<file path="src/rtl/adder_share_arbiter.sv">
// adder_share_arbiter
// Shares one 32-bit signed carry-lookahead adder among NUM_REQ requesters.
// A round-robin arbiter grants one request at a time. The winner's operands
// are latched in the grant cycle and summed in EXEC. The registered result
// is then held on a tagged response channel until the consumer accepts it.

module adder_share_arbiter #(
    parameter int NUM_REQ = 4,
    parameter int ID_W    = 2
) (
    input  logic                  clk,
    input  logic                  rst_n,
    input  logic [NUM_REQ-1:0]    req_valid,
    output logic [NUM_REQ-1:0]    req_ready,
    input  logic [NUM_REQ*32-1:0] req_a,
    input  logic [NUM_REQ*32-1:0] req_b,
    input  logic [NUM_REQ-1:0]    req_cin,
    output logic                  rsp_valid,
    input  logic                  rsp_ready,
    output logic [ID_W-1:0]       rsp_id,
    output logic [31:0]           rsp_sum,
    output logic                  rsp_cout,
    output logic                  rsp_ovf,
    output logic                  busy
);

    typedef enum logic [1:0] {
        IDLE = 2'd0,
        EXEC = 2'd1,
        RESP = 2'd2
    } state_t;

    state_t          r_state;
    state_t          w_state_nxt;
    logic            w_grant;

    logic [ID_W-1:0] r_ptr;
    logic            w_found;
    logic [ID_W-1:0] w_winner;
    logic [ID_W-1:0] w_cand;
    int              w_idx;

    logic [31:0]     w_sel_a;
    logic [31:0]     w_sel_b;
    logic            w_sel_cin;

    logic [31:0]     r_a;
    logic [31:0]     r_b;
    logic            r_cin;
    logic [ID_W-1:0] r_id;

    logic [32:0]     w_sum33;
    logic [31:0]     r_sum;
    logic            r_cout;
    logic            r_ovf;
    logic [ID_W-1:0] r_rsp_id;
    logic            r_rsp_valid;
    logic            r_busy;

    // 32-bit adder built from 4-bit carry-lookahead groups. Inside each group,
    // every carry comes directly from the group's carry-in. Only the group
    // carries pass from one group to the next.
    function automatic logic [32:0] cla_add(input logic [31:0] a,
                                            input logic [31:0] b,
                                            input logic        cin);
        logic [31:0] g;
        logic [31:0] p;
        logic [32:0] c;
        logic        gg;
        logic        gp;
        g    = a & b;
        p    = a ^ b;
        c[0] = cin;
        for (int k = 0; k < 8; k++) begin
            gg = g[4*k+3]
               | (p[4*k+3] & g[4*k+2])
               | (p[4*k+3] & p[4*k+2] & g[4*k+1])
               | (p[4*k+3] & p[4*k+2] & p[4*k+1] & g[4*k]);
            gp = &p[4*k +: 4];
            c[4*k+1] = g[4*k] | (p[4*k] & c[4*k]);
            c[4*k+2] = g[4*k+1] | (p[4*k+1] & g[4*k])
                     | (p[4*k+1] & p[4*k] & c[4*k]);
            c[4*k+3] = g[4*k+2] | (p[4*k+2] & g[4*k+1])
                     | (p[4*k+2] & p[4*k+1] & g[4*k])
                     | (p[4*k+2] & p[4*k+1] & p[4*k] & c[4*k]);
            c[4*k+4] = gg | (gp & c[4*k]);
        end
        return {c[32], p ^ c[31:0]};
    endfunction

    // Round-robin search: the first valid requester at or after ptr, wrapping around.
    always_comb begin
        // NOTE: every variable gets a default before the loop. Then no path
        // leaves a value unassigned, and no latch is inferred.
        w_found  = 1'b0;
        w_winner = '0;
        w_idx    = 0;
        w_cand   = '0;
        for (int off = 0; off < NUM_REQ; off++) begin
            w_idx = int'(r_ptr) + off;
            if (w_idx >= NUM_REQ) w_idx = w_idx - NUM_REQ;
            w_cand = ID_W'(w_idx);
            if (!w_found && req_valid[w_cand]) begin
                w_found  = 1'b1;
                w_winner = w_cand;
            end
        end
    end

    // Operand multiplexer that selects the winner's A, B and carry-in.
    always_comb begin
        w_sel_a   = '0;
        w_sel_b   = '0;
        w_sel_cin = 1'b0;
        for (int i = 0; i < NUM_REQ; i++) begin
            if (w_winner == ID_W'(i)) begin
                w_sel_a   = req_a[32*i +: 32];
                w_sel_b   = req_b[32*i +: 32];
                w_sel_cin = req_cin[i];
            end
        end
    end

    // FSM next-state logic and the combinational grant.
    always_comb begin
        // NOTE: always_comb uses blocking assignments, so later statements
        // see the values assigned earlier in the same pass.
        w_state_nxt = r_state;
        req_ready   = '0;
        w_grant     = 1'b0;
        case (r_state)
            IDLE: begin
                if (w_found && rst_n) begin
                    req_ready[w_winner] = 1'b1;
                    w_grant             = 1'b1;
                    w_state_nxt         = EXEC;
                end
            end
            EXEC:    w_state_nxt = RESP;
            RESP:    if (rsp_ready) w_state_nxt = IDLE;
            default: w_state_nxt = IDLE;
        endcase
    end

    // State register, plus the registered status outputs taken from the next state.
    always_ff @(posedge clk or negedge rst_n) begin
        if (!rst_n) begin
            r_state     <= IDLE;
            r_rsp_valid <= 1'b0;
            r_busy      <= 1'b0;
        end else begin
            // NOTE: flops use non-blocking assignments, so every register
            // samples its pre-edge inputs and no process ordering is assumed.
            r_state     <= w_state_nxt;
            r_rsp_valid <= (w_state_nxt == RESP);
            r_busy      <= (w_state_nxt != IDLE);
        end
    end

    // Latches the winner's operands and tag, and advances the pointer, on a grant.
    always_ff @(posedge clk or negedge rst_n) begin
        if (!rst_n) begin
            // NOTE: these are a handful of flops, not a memory array. Resetting
            // them costs little and keeps every value that reaches an output defined.
            r_a   <= '0;
            r_b   <= '0;
            r_cin <= 1'b0;
            r_id  <= '0;
            r_ptr <= '0;
        end else if (w_grant) begin
            r_a   <= w_sel_a;
            r_b   <= w_sel_b;
            r_cin <= w_sel_cin;
            r_id  <= w_winner;
            r_ptr <= (w_winner == ID_W'(NUM_REQ - 1)) ? '0 : w_winner + 1'b1;
        end
    end

    assign w_sum33 = cla_add(r_a, r_b, r_cin);

    // Captures the adder result in EXEC. It then stays stable for all of RESP.
    always_ff @(posedge clk or negedge rst_n) begin
        if (!rst_n) begin
            r_sum    <= '0;
            r_cout   <= 1'b0;
            r_ovf    <= 1'b0;
            r_rsp_id <= '0;
        end else if (r_state == EXEC) begin
            r_sum    <= w_sum33[31:0];
            r_cout   <= w_sum33[32];
            r_ovf    <= (r_a[31] == r_b[31]) && (w_sum33[31] != r_a[31]);
            r_rsp_id <= r_id;
        end
    end

    assign rsp_valid = r_rsp_valid;
    assign rsp_id    = r_rsp_id;
    assign rsp_sum   = r_sum;
    assign rsp_cout  = r_cout;
    assign rsp_ovf   = r_ovf;
    assign busy      = r_busy;

endmodule

</file>
<file path="config.mk">
export PLATFORM = sky130hd
export DESIGN_NAME = adder_share_arbiter
export DESIGN_NICKNAME = d
export VERILOG_FILES = /design/src/rtl/adder_share_arbiter.sv
export SDC_FILE = /design/constraint.sdc
export NUM_CORES = 1
export LEC_CHECK = 0
export ABC_CLOCK_PERIOD_IN_PS = 5290
export CORE_AREA = 10 10 136 138
export DETAILED_ROUTE_END_ITERATION = 7
export DIE_AREA = 0 0 146 148
export GPL_TIMING_DRIVEN = 0
export PLACE_DENSITY = 0.87
export SLEW_MARGIN = 20
export SYNTH_ARGS = -nofsm -noshare
export SYNTH_HDL_FRONTEND = slang
export SYNTH_SLANG_ARGS = --single-unit
</file>
<file path="constraint.sdc">
create_clock -name clk -period 5.29 [get_ports clk]
set_input_delay 1.058 -clock clk [delete_from_list [all_inputs] [get_ports clk]]
set_output_delay 1.058 -clock clk [all_outputs]
set_load 0.01 [all_outputs]
</file>
== Yosys cells after proc, flatten, opt, wreduce, memory -nomap -nowiden ==
Index checks and enable logic that the tools add are counted.
Widths: inputs -> output; s select.
Word-level totals
  bits in registers: 109
  bits of input ports: 267
  output and inout bits: 42
  logic and storage cells: 303
Operators by class
  add/sub/neg operators: 8
  order comparisons: 10
  equal/unequal tests: 8
  muxes and demuxes: 42
  bitwise logic cells: 203
  reductions and logical operators: 20
Operators with widths (count)
  $mux 32: 8
  $and 1x1->1: 120
  $or 1x1->1: 80
  $xor 32x32->32: 2
  $and 32x32->32: 1
  $reduce_and 4->1: 8
  $mux 2: 11
  $lt 2x3->1 const B: 5
  $mux 1: 15
  $ge 3x3->1 const B: 3
  $bmux 1 s2: 4
  $eq 2x2->1 const B: 4
  $mux 4: 2
  $sub 2x1->2 const B: 4
  $add 2x2->3 const B: 2
  $logic_and 1x1->1: 6
  $pmux 2 s3: 1
  $eq 2x1->1 const B: 2
  $logic_not 2->1: 2
  $add 2x1->3 const B: 1
  $ge 2x3->1 const B: 1
  $logic_not 1->1: 3
  $add 2x1->2 const B: 1
  $demux 1 s2: 1
  4 further kinds: 4

== Longest topological paths before layout ==
Gate-level depths: netlist of the first run.
  depth after elaboration: 23
  mapped depth: 16
  depth with buffers taken out: 14

== Least setup slack after synthesis of the first run ==
No wires, ideal clock.
  path kind: input-to-output
  start: in req_valid[0]
  end: out req_ready[3]
  arrival time: 2667 ps
  required time: 4232 ps
  path slack: 1565 ps
  stages: 10
  buffers on the path: 3
  cell sequence: inv_1 -> nor2_1 -> a21oi_1 -> o22ai_1 -> a21oi_1 -> ha_1 -> clkbuf_1 -> clkbuf_1 -> clkbuf_1 -> and2_1
Between the ends
  word-level cells in the longest chain between the ends: 18
  elaborated cells on any way between the ends: 30
  those cells by class: order compare (2); mux (20); reduce/logical (8)
Ends and longest elaborated chain
  start: declaration: line 13  | input logic [NUM_REQ-1:0] req_valid,
  $bmux 1 s2: line 103  | if (!w_found && req_valid[w_cand]) begin
  $mux 1 (not written as such): line 103
  $mux 1: line 103
  $logic_not 1->1: line 103
  $logic_and 1x1->1: line 103
  $mux 1: line 103
  $logic_not 1->1: line 103
  $logic_and 1x1->1: line 103
  [... 3 more ...]
  $mux 2 (*): line 103
  named net w_winner[0]: line 39  | logic [ID_W-1:0] w_winner;
  $lt 2x3->1 (not written as such) or $ge 2x1->1 (tied branches): line 134  | req_ready[w_winner] = 1'b1;
  $logic_and 1x1->1 (not written as such): line 134
  $mux 1 (not written as such): line 134
  $demux 1 s2 (*): line 134
  $mux 4 (*): line 133  | if (w_found && rst_n) begin
  $mux 4 (*): line 131  | case (r_state)
  end: declaration: line 14  | output logic [NUM_REQ-1:0] req_ready,
Mark *: on every way through the listed nets, which the timed path passes. The rest lies on a longest branch. The select of a mux whose other input is x is not followed.

== Final worst setup path of the first run ==
  start: in req_valid[1]
  end: out req_ready[1]
The elaborated chain is that of the path after synthesis.

==> results by group, run 1 <==
Outcome
  – Status: finished clean

Clock tree
  – CTS Buffer Depth: 2
  – Worst skew pair latency: 0.35 ns
  – Clock Sinks: 109
  – Setup Buffers After CTS: 0
  – H-Tree Depth: 3
  – Resized cells post-CTS: 2
  – Root Buffer: clkbuf_16
  – CTS tree: yes
  – CTS Hold Bufs: 0
  – CTS buffer count: 9
  – Worst-path clk slew: 0.07 ns

Layout
  – Fraction of final layout cells sized beyond drive strength 1: 3.39%
  – Most frequent cells in the layout: clkdlybuf4s50_1, nand2_1, a21oi_1, nor2_1, dfrtp_1
  – Most common cell after layout, fill and taps aside: clkdlybuf4s50_1
  – Fillers: 1,277
  – Final std cells w/o fill: 1,489
  – FF/Latch Area: 2730 µm²
  – Multi-input logic area: 4280 µm²
  – Layout net count: 1,574
  – Area grow syn2layout: 50.6%

Critical path
  – Worst reg2reg path depth: 15
  – FF-to-FF setup slack: 1.86 ns
  – Critical path cell sequence: clkdlybuf4s50_1, inv_1, a21oi_1, o22ai_1, a21oi_1, ha_1, clkbuf_2, clkbuf_1, and2_1, clkdlybuf4s50_1
  – Max stage delay cell, worst path: clkdlybuf4s50_1
  – Crit Reg-Reg Startpoint: r_ptr[0]$_DFFE_PN0P_
  – Bufs and invs on worst path: 5
  – CP arrival: 4.05 ns
  – Critical Path Max Stage Delay: 0.55 ns
  – Worst setup EP type: output port
  – Worst Path Required: 4.23 ns
  – WP depth: 10
  – CP Class: in2out
  – Worst setup SP type: input port
  – R2r endpoint: r_a[2]$_DFFE_PN0P_
  – Max FO, Critical Path: 10
  – Family with the most delay on the worst path: buffers and inverters

Min path
  – Worst hold path type: reg2reg
  – Worst Hold Launch: rsp_sum[12]$_DFFE_PN0P_
  – Min-Delay Path Depth: 2
  – Hold Path End: rsp_sum[12]$_DFFE_PN0P_

Die
  – Die height: 148 µm
  – Die W: 146 µm
  – Total I/O pin count: 309
  – Die area: 21,600 µm²
  – Rows: 46
  – Core area: 15,700 µm²
  – Initial Utilization: 46.7%

Pwr
  – Worst VDD drop: 0.209 mV
  – Static Leakage: 4.74 nW
  – Overall Power: 5.47 mW
  – P per Cell Area: 495 nW/µm²

Drt
  – Total number of vias: 8,367
  – WL met3: 2.85 mm
  – Top layer reached by signal wires: met5
  – Routed Wire Length: 30.8 mm
  – M1 WL: 11.7 mm
  – DR WL/cell: 20.7 µm
  – Detailed-router iteration count before antenna repair: 5
  – DRC viols: 0
  – Iter 0 DRT Violations: 609
  – DR vias/cell: 5.62
  – Met2 wire len: 15.5 mm
  – Post-DRT Antenna Nets: 0

Yosys
  – Unique masters post-synth: 59
  – Async SR Flop Fraction: 100%
  – Sequential share of the synthesized area: 37.2%
  – Synth Register Bits: 109
  – Post-Synthesis Cells: 945
  – Number of synthesized flops with an enable pin: 0
  – Avg Inst Size Synth: 7.76 µm²
  – Syn nets: 1,256
  – Cell area after synthesis: 7330 µm²
  – Most common flop cell mapped by yosys: dfrtp_1
  – Syn. warnings: 0

Timing
  – Fin crit share: 96.5%
  – Least-Margin Pin Slew: 0.746 ns
  – Unrepaired setup endpoints after global routing: false
  – Slew Limit Fails: 0
  – Crit path time final: 5.10 ns
  – Max transition margin: 50.2%
  – Clock skew: 0.00431 ns
  – Final Setup Violations: 0
  – Max Freq: 196 MHz
  – Hold Violations, Final: 0

Global routing
  – GR Overflow Total: 0
  – Vias in the first global route: 8,501
  – Largest net degree at the start of global routing: 77
  – Total track usage: 27.7%
  – Initial antenna violation count: 5
  – First-pass GRT wire length: 47.6 mm

Run
  – Max-cap violation count: 0

Placement
  – Cells after DPL: 1,470
  – Detail Placement HPWL: 25.9 mm
  – IO buf count: 308
  – Gpl congestion: 0.960
-- registers in the layout, summed over array words and instances, names as in the netlist --
name / cells
r_a: 32
r_b: 32
rsp_sum: 32
r_id: 2
r_ptr: 2
r_state: 2
rsp_id: 2
busy: 1
r_cin: 1
rsp_cout: 1
rsp_ovf: 1
rsp_valid: 1
-- layer usage --
metal  track usage, %  vias to the layer above
met3             7.84                       64
met4             9.31                        2
met1             32.0                     3917
met2             48.4                      409
met5                0                        -
li1                 -                     3975
-- tightest hold or removal path, stage by stage, from the launching register on --
cell and delay, ns:
dfrtp_1 0.34, nand2_1 0.05, nand2_1 0.06
-- final cells by class --
cell class	count	area share (%)
antenna	5	0.113
multi-input combinational	752	38.8
tap	216	2.45
clock buffer	9	2.04
clock inverter	7	0.883
sequential	109	24.7
inverter	16	0.544
timing repair buffer	309	28.2
buffer	66	2.36
-- stage by stage --
| step | utilization (%) | worst slack (ns) | hold WS, ns | area [µm²] | TNS [ns] |
|---|---|---|---|---|---|
| floorplan | - | 1.57 | 0.439 | 7330 | 0 |
| global route | 70.3 | 0.0181 | 0.504 | 11000 | 0 |
| global placement | 68.0 | -3.61 | 0.457 | 10700 | -260.58 |
| CTS | 70.3 | 0.0172 | 0.480 | 11000 | 0 |
| detailed placement | 68.2 | -0.176 | 0.468 | 10700 | -0.195 |
| finish | 70.3 | 0.185 | 0.478 | 11000 | 0 |
-- how the worst max path moves through the flow --
stage,endpoint,from
final,req_ready[1],req_valid[1]
after global routing,req_ready[1],req_valid[1]
after CTS,req_ready[3],req_valid[1]
after detailed placement,req_ready[3],req_valid[1]
after global placement,req_ready[0],rst_n
after floorplan,req_ready[3],req_valid[0]
-- cell usage after synthesis (all sizes together) (4+ instances only) --
cell type	count	area (µm²)
nor2	140	528
buf	16	68.8
o22ai	4	25.0
a21o	9	68.8
inv	16	60.1
a22oi	64	480
nand2	146	548
dfrtp	109	2730
nor2b	4	25.0
nor3b	7	52.6
o21a	5	37.5
o211ai	7	52.6
nand3	11	55.1
ha	36	450
nor3	7	40.0
a211oi	5	47.5
o31ai	7	67.6
o21ai	93	465
fa	8	160
and2	4	25.0
xnor2	8	70.1
a21oi	142	726
clkbuf	52	195
-- cell families (layout without fill, tap and decap cells) --
group	count (synthesis)	count (layout)	synth area share, %
xor gates and xnor gates	11	11	1.31
muxes	1	1	0.136
adders and majority gates	44	44	8.32
AOI/OAI and AO/OA	352	352	28.8
and+or+nand+nor	344	344	19.8
DFF	109	109	37.2
other	0	5	0
buffers and inverters	84	407	4.42
-- report_power, final --
group	switching [mW]	internal [mW]
clock	0.313	0.418
combinational	1.95	1.33
sequential	0.266	1.18
No activity file was read; power rests on OpenSTA's default activity.
==> inputs of run 2 (changes only) <==
--- a/config.mk
+++ b/config.mk
@@ -5,10 +5,11 @@
 export SDC_FILE = /design/constraint.sdc
 export NUM_CORES = 1
 export LEC_CHECK = 0
+export ABC_AREA = 1
 export ABC_CLOCK_PERIOD_IN_PS = 5290
-export CORE_AREA = 10 10 136 138
+export CORE_AREA = 10 10 135 137
 export DETAILED_ROUTE_END_ITERATION = 7
-export DIE_AREA = 0 0 146 148
+export DIE_AREA = 0 0 145 147
 export GPL_TIMING_DRIVEN = 0
 export PLACE_DENSITY = 0.87
 export SLEW_MARGIN = 20
==> run 2 against run 1 <==
Combinational power rose by 53%. Clock power rose by 2%. Die area fell by 1.4%. Worst setup slack improved by 0.099 ns. Sequential cell count did not move. Hold slack got worse by 0.0037 ns. Utilization fell by 0.58 points. Sequential power rose by 8%. Via count fell by 8.7%. Cell area fell by 1.6%. Critical path type unchanged. Critical endpoint is now req_ready[3]. Highest routed layer unchanged.
==> results by group, run 2 <==
Outcome
  – Status: finished clean

Layout
  – Most common cell after layout, fill and taps aside: clkdlybuf4s50_1
  – Fin area: 10,900 µm²
  – Most frequent cells in the layout: clkdlybuf4s50_1, nand2_1, dfrtp_1, nor2_1, a221oi_1
  – Fraction of final layout cells sized beyond drive strength 1: 8.14%
  – FF/Latch Area: 2730 µm²
  – Layout net count: 1,461
  – Multi-input logic area: 4010 µm²
  – Fillers: 1,239
  – Final std cells w/o fill: 1,372
  – Final core occ: 69.7%
  – Area grow syn2layout: 51.7%

Placement
  – Gpl congestion: 0.935
  – DP Worst Slack: -0.320 ns
  – Cells after DPL: 1,357
  – Placed cell area: 10,600 µm²
  – Detail Placement HPWL: 24.3 mm
  – IO buf count: 308

Critical path
  – Max stage delay cell, worst path: clkdlybuf4s50_1
  – CP dominant cell by count: inv_1
  – Critical path cell sequence: clkdlybuf4s50_1, inv_1, o21ai_1, inv_1, nand2_1, o21ai_0, o2111ai_1, o21ai_1, inv_1, ha_1, inv_1, nor2_2, clkbuf_4, buf_4, clkdlybuf4s50_1
  – Worst setup EP type: output port
  – Family with the most delay on the worst path: buffers and inverters
  – Max FO, Critical Path: 10
  – CP arrival: 3.95 ns
  – CP Class: in2out
  – Critical Path Max Stage Delay: 0.58 ns
  – Bufs and invs on worst path: 8
  – Worst Path Required: 4.23 ns
  – Worst setup SP type: input port

Global routing
  – Total track usage: 27.2%
  – Vias in the first global route: 8,107
  – GR Overflow Total: 0
  – Largest net degree at the start of global routing: 75
  – First-pass GRT wire length: 45.5 mm
  – Initial antenna violation count: 2

Clock tree
  – Setup Buffers After CTS: 0
  – Worst skew pair latency: 0.36 ns
  – Root Buffer: clkbuf_16
  – CTS buffer count: 9
  – Clock Sinks: 109
  – CTS Buffer Depth: 2
  – CTS tree: yes
  – H-Tree Depth: 3
  – Worst-path clk slew: 0.06 ns

Pwr
  – Static Leakage: 4.64 nW
  – Worst VDD drop: 0.451 mV
  – P per Cell Area: 674 nW/µm²

Timing
  – Max Freq: 200 MHz
  – Clock skew: 0.0112 ns
  – Slew Limit Fails: 0
  – Post-route setup slack: 0.284 ns
  – Hold Violations, Final: 0
  – Final Setup Violations: 0
  – Unrepaired setup endpoints after global routing: false
  – Least-Margin Pin Slew: 0.917 ns
  – Max transition margin: 38.6%
  – Crit path time final: 5.01 ns
  – Fin crit share: 94.6%
  – Min Hold Slack: 0.474 ns

Yosys
  – Sequential share of the synthesized area: 38.0%
  – Post-synth top area share: 38.0%
  – Count leader, synth: nand2_1
  – Post-synth top cells: nand2_1, dfrtp_1, nor2_1
  – Top post-synthesis cells by area: dfrtp_1, nand2_1, o311ai_2
  – Synth Register Bits: 109
  – Most common flop cell mapped by yosys: dfrtp_1
  – Syn. warnings: 0
  – Async SR Flop Fraction: 100%
  – Unique masters post-synth: 38
  – Cell taking the most area after synthesis: dfrtp_1
  – Cell area after synthesis: 7170 µm²
  – Number of synthesized flops with an enable pin: 0
  – Syn nets: 1,143
  – Post-Synthesis Cells: 832
  – Avg Inst Size Synth: 8.62 µm²

Run
  – Max-cap violation count: 0

Drt
  – Routed Wire Length: 29.9 mm
  – DR vias/cell: 5.56
  – DR WL/cell: 21.8 µm
  – Total number of vias: 7,635
  – Iter 0 DRT Violations: 598
  – Post-DRT Antenna Nets: 0
  – DRC viols: 0
  – Detailed-router iteration count before antenna repair: 5

Die
  – Die height: 147 µm
  – Total I/O pin count: 309
  – Die W: 145 µm
  – Initial Utilization: 46.0%
  – Rows: 46
  – Die area: 21,300 µm²
  – Core area: 15,600 µm²

Min path
  – Worst hold path type: reg2reg
## run 2: where the power goes
part	switching, mW	internal [mW]	total, mW
Clock	0.315	0.427	0.742
Sequential	0.334	1.23	1.57
Combinational	3.03	1.99	5.02
## run 2: path summary, 6_finish.rpt
kind	start	to	slack, ns	cells past startpoint
worst max-delay path	req_valid[2]	req_ready[3]	0.28	15
worst min register to register	rsp_sum[24]$_DFFE_PN0P_	rsp_sum[24]$_DFFE_PN0P_	0.47	2
worst max register to register	r_ptr[0]$_DFFE_PN0P_	r_a[4]$_DFFE_PN0P_	1.49	15
min in group asynchronous	rst_n	r_a[16]$_DFFE_PN0P_	0.59	1
max in group asynchronous	rst_n	r_b[23]$_DFFE_PN0P_	4.00	2
worst min-delay path	rsp_sum[24]$_DFFE_PN0P_	rsp_sum[24]$_DFFE_PN0P_	0.47	2
## run 2: final cells by class
type | count | area share (%)
Tap cell | 216 | 2.48
Timing Repair Buffer | 309 | 28.6
Buffer | 56 | 2.51
Inverter | 41 | 1.41
Antenna cell | 1 | 0.0230
Clock buffer | 10 | 2.20
Multi-Input combinational cell | 624 | 36.9
Clock inverter | 6 | 0.794
Sequential cell | 109 | 25.1
## run 2: routing by layer
metal | track usage (%) | share of wire, % | vias to the layer above | wire length (µm)
li1 | - | - | 3596 | -
met1 | 32.2 | 39 | 3615 | 11800
met2 | 45.5 | 48 | 349 | 14400
met3 | 7.34 | 7.9 | 73 | 2360
met4 | 11.5 | 4.2 | 2 | 1270
met5 | 0 | 0.043 | - | 13
## run 2: kinds of logic (layout without fill, tap and decap cells)
logic type	after synthesis	in the layout	synth area share [%]
AO/OA/AOI/OAI	197	197	24.8
other	0	1	0
adder cells (fa/ha/maj)	44	44	8.51
flip-flops	109	109	38.0
buffers and inverters	99	422	6.02
XOR/XNOR	18	18	2.30
AND/OR/NAND/NOR	365	365	20.4
## run 2: worst register-to-register path, stage by stage (launching register included)
cell and delay, ns:
dfrtp_1 0.42, buf_6 0.16, o21ai_1 0.22, inv_1 0.08
nor2_1 0.12, inv_1 0.07, nand3_1 0.09, nand2_1 0.06
o21ai_1 0.25, inv_1 0.13, ha_1 0.28, nor2_1 0.14
clkbuf_1 0.50, clkbuf_1 0.57, a221oi_1 0.29, o311ai_2 0.33
## run 2: metrics by stage
step                      power [mW]  setup TNS, ns
final                           7.33              0
after global placement          6.41        -238.78
after CTS                       7.32              0
after detailed placement        6.55         -0.320
after floorplan                 4.75              0
after global routing            7.90              0
## run 2: what timing repair did
item,in CTS,in global routing
resized for setup,0,4
setup endpoints to repair,1,3
hold buffers,0,0
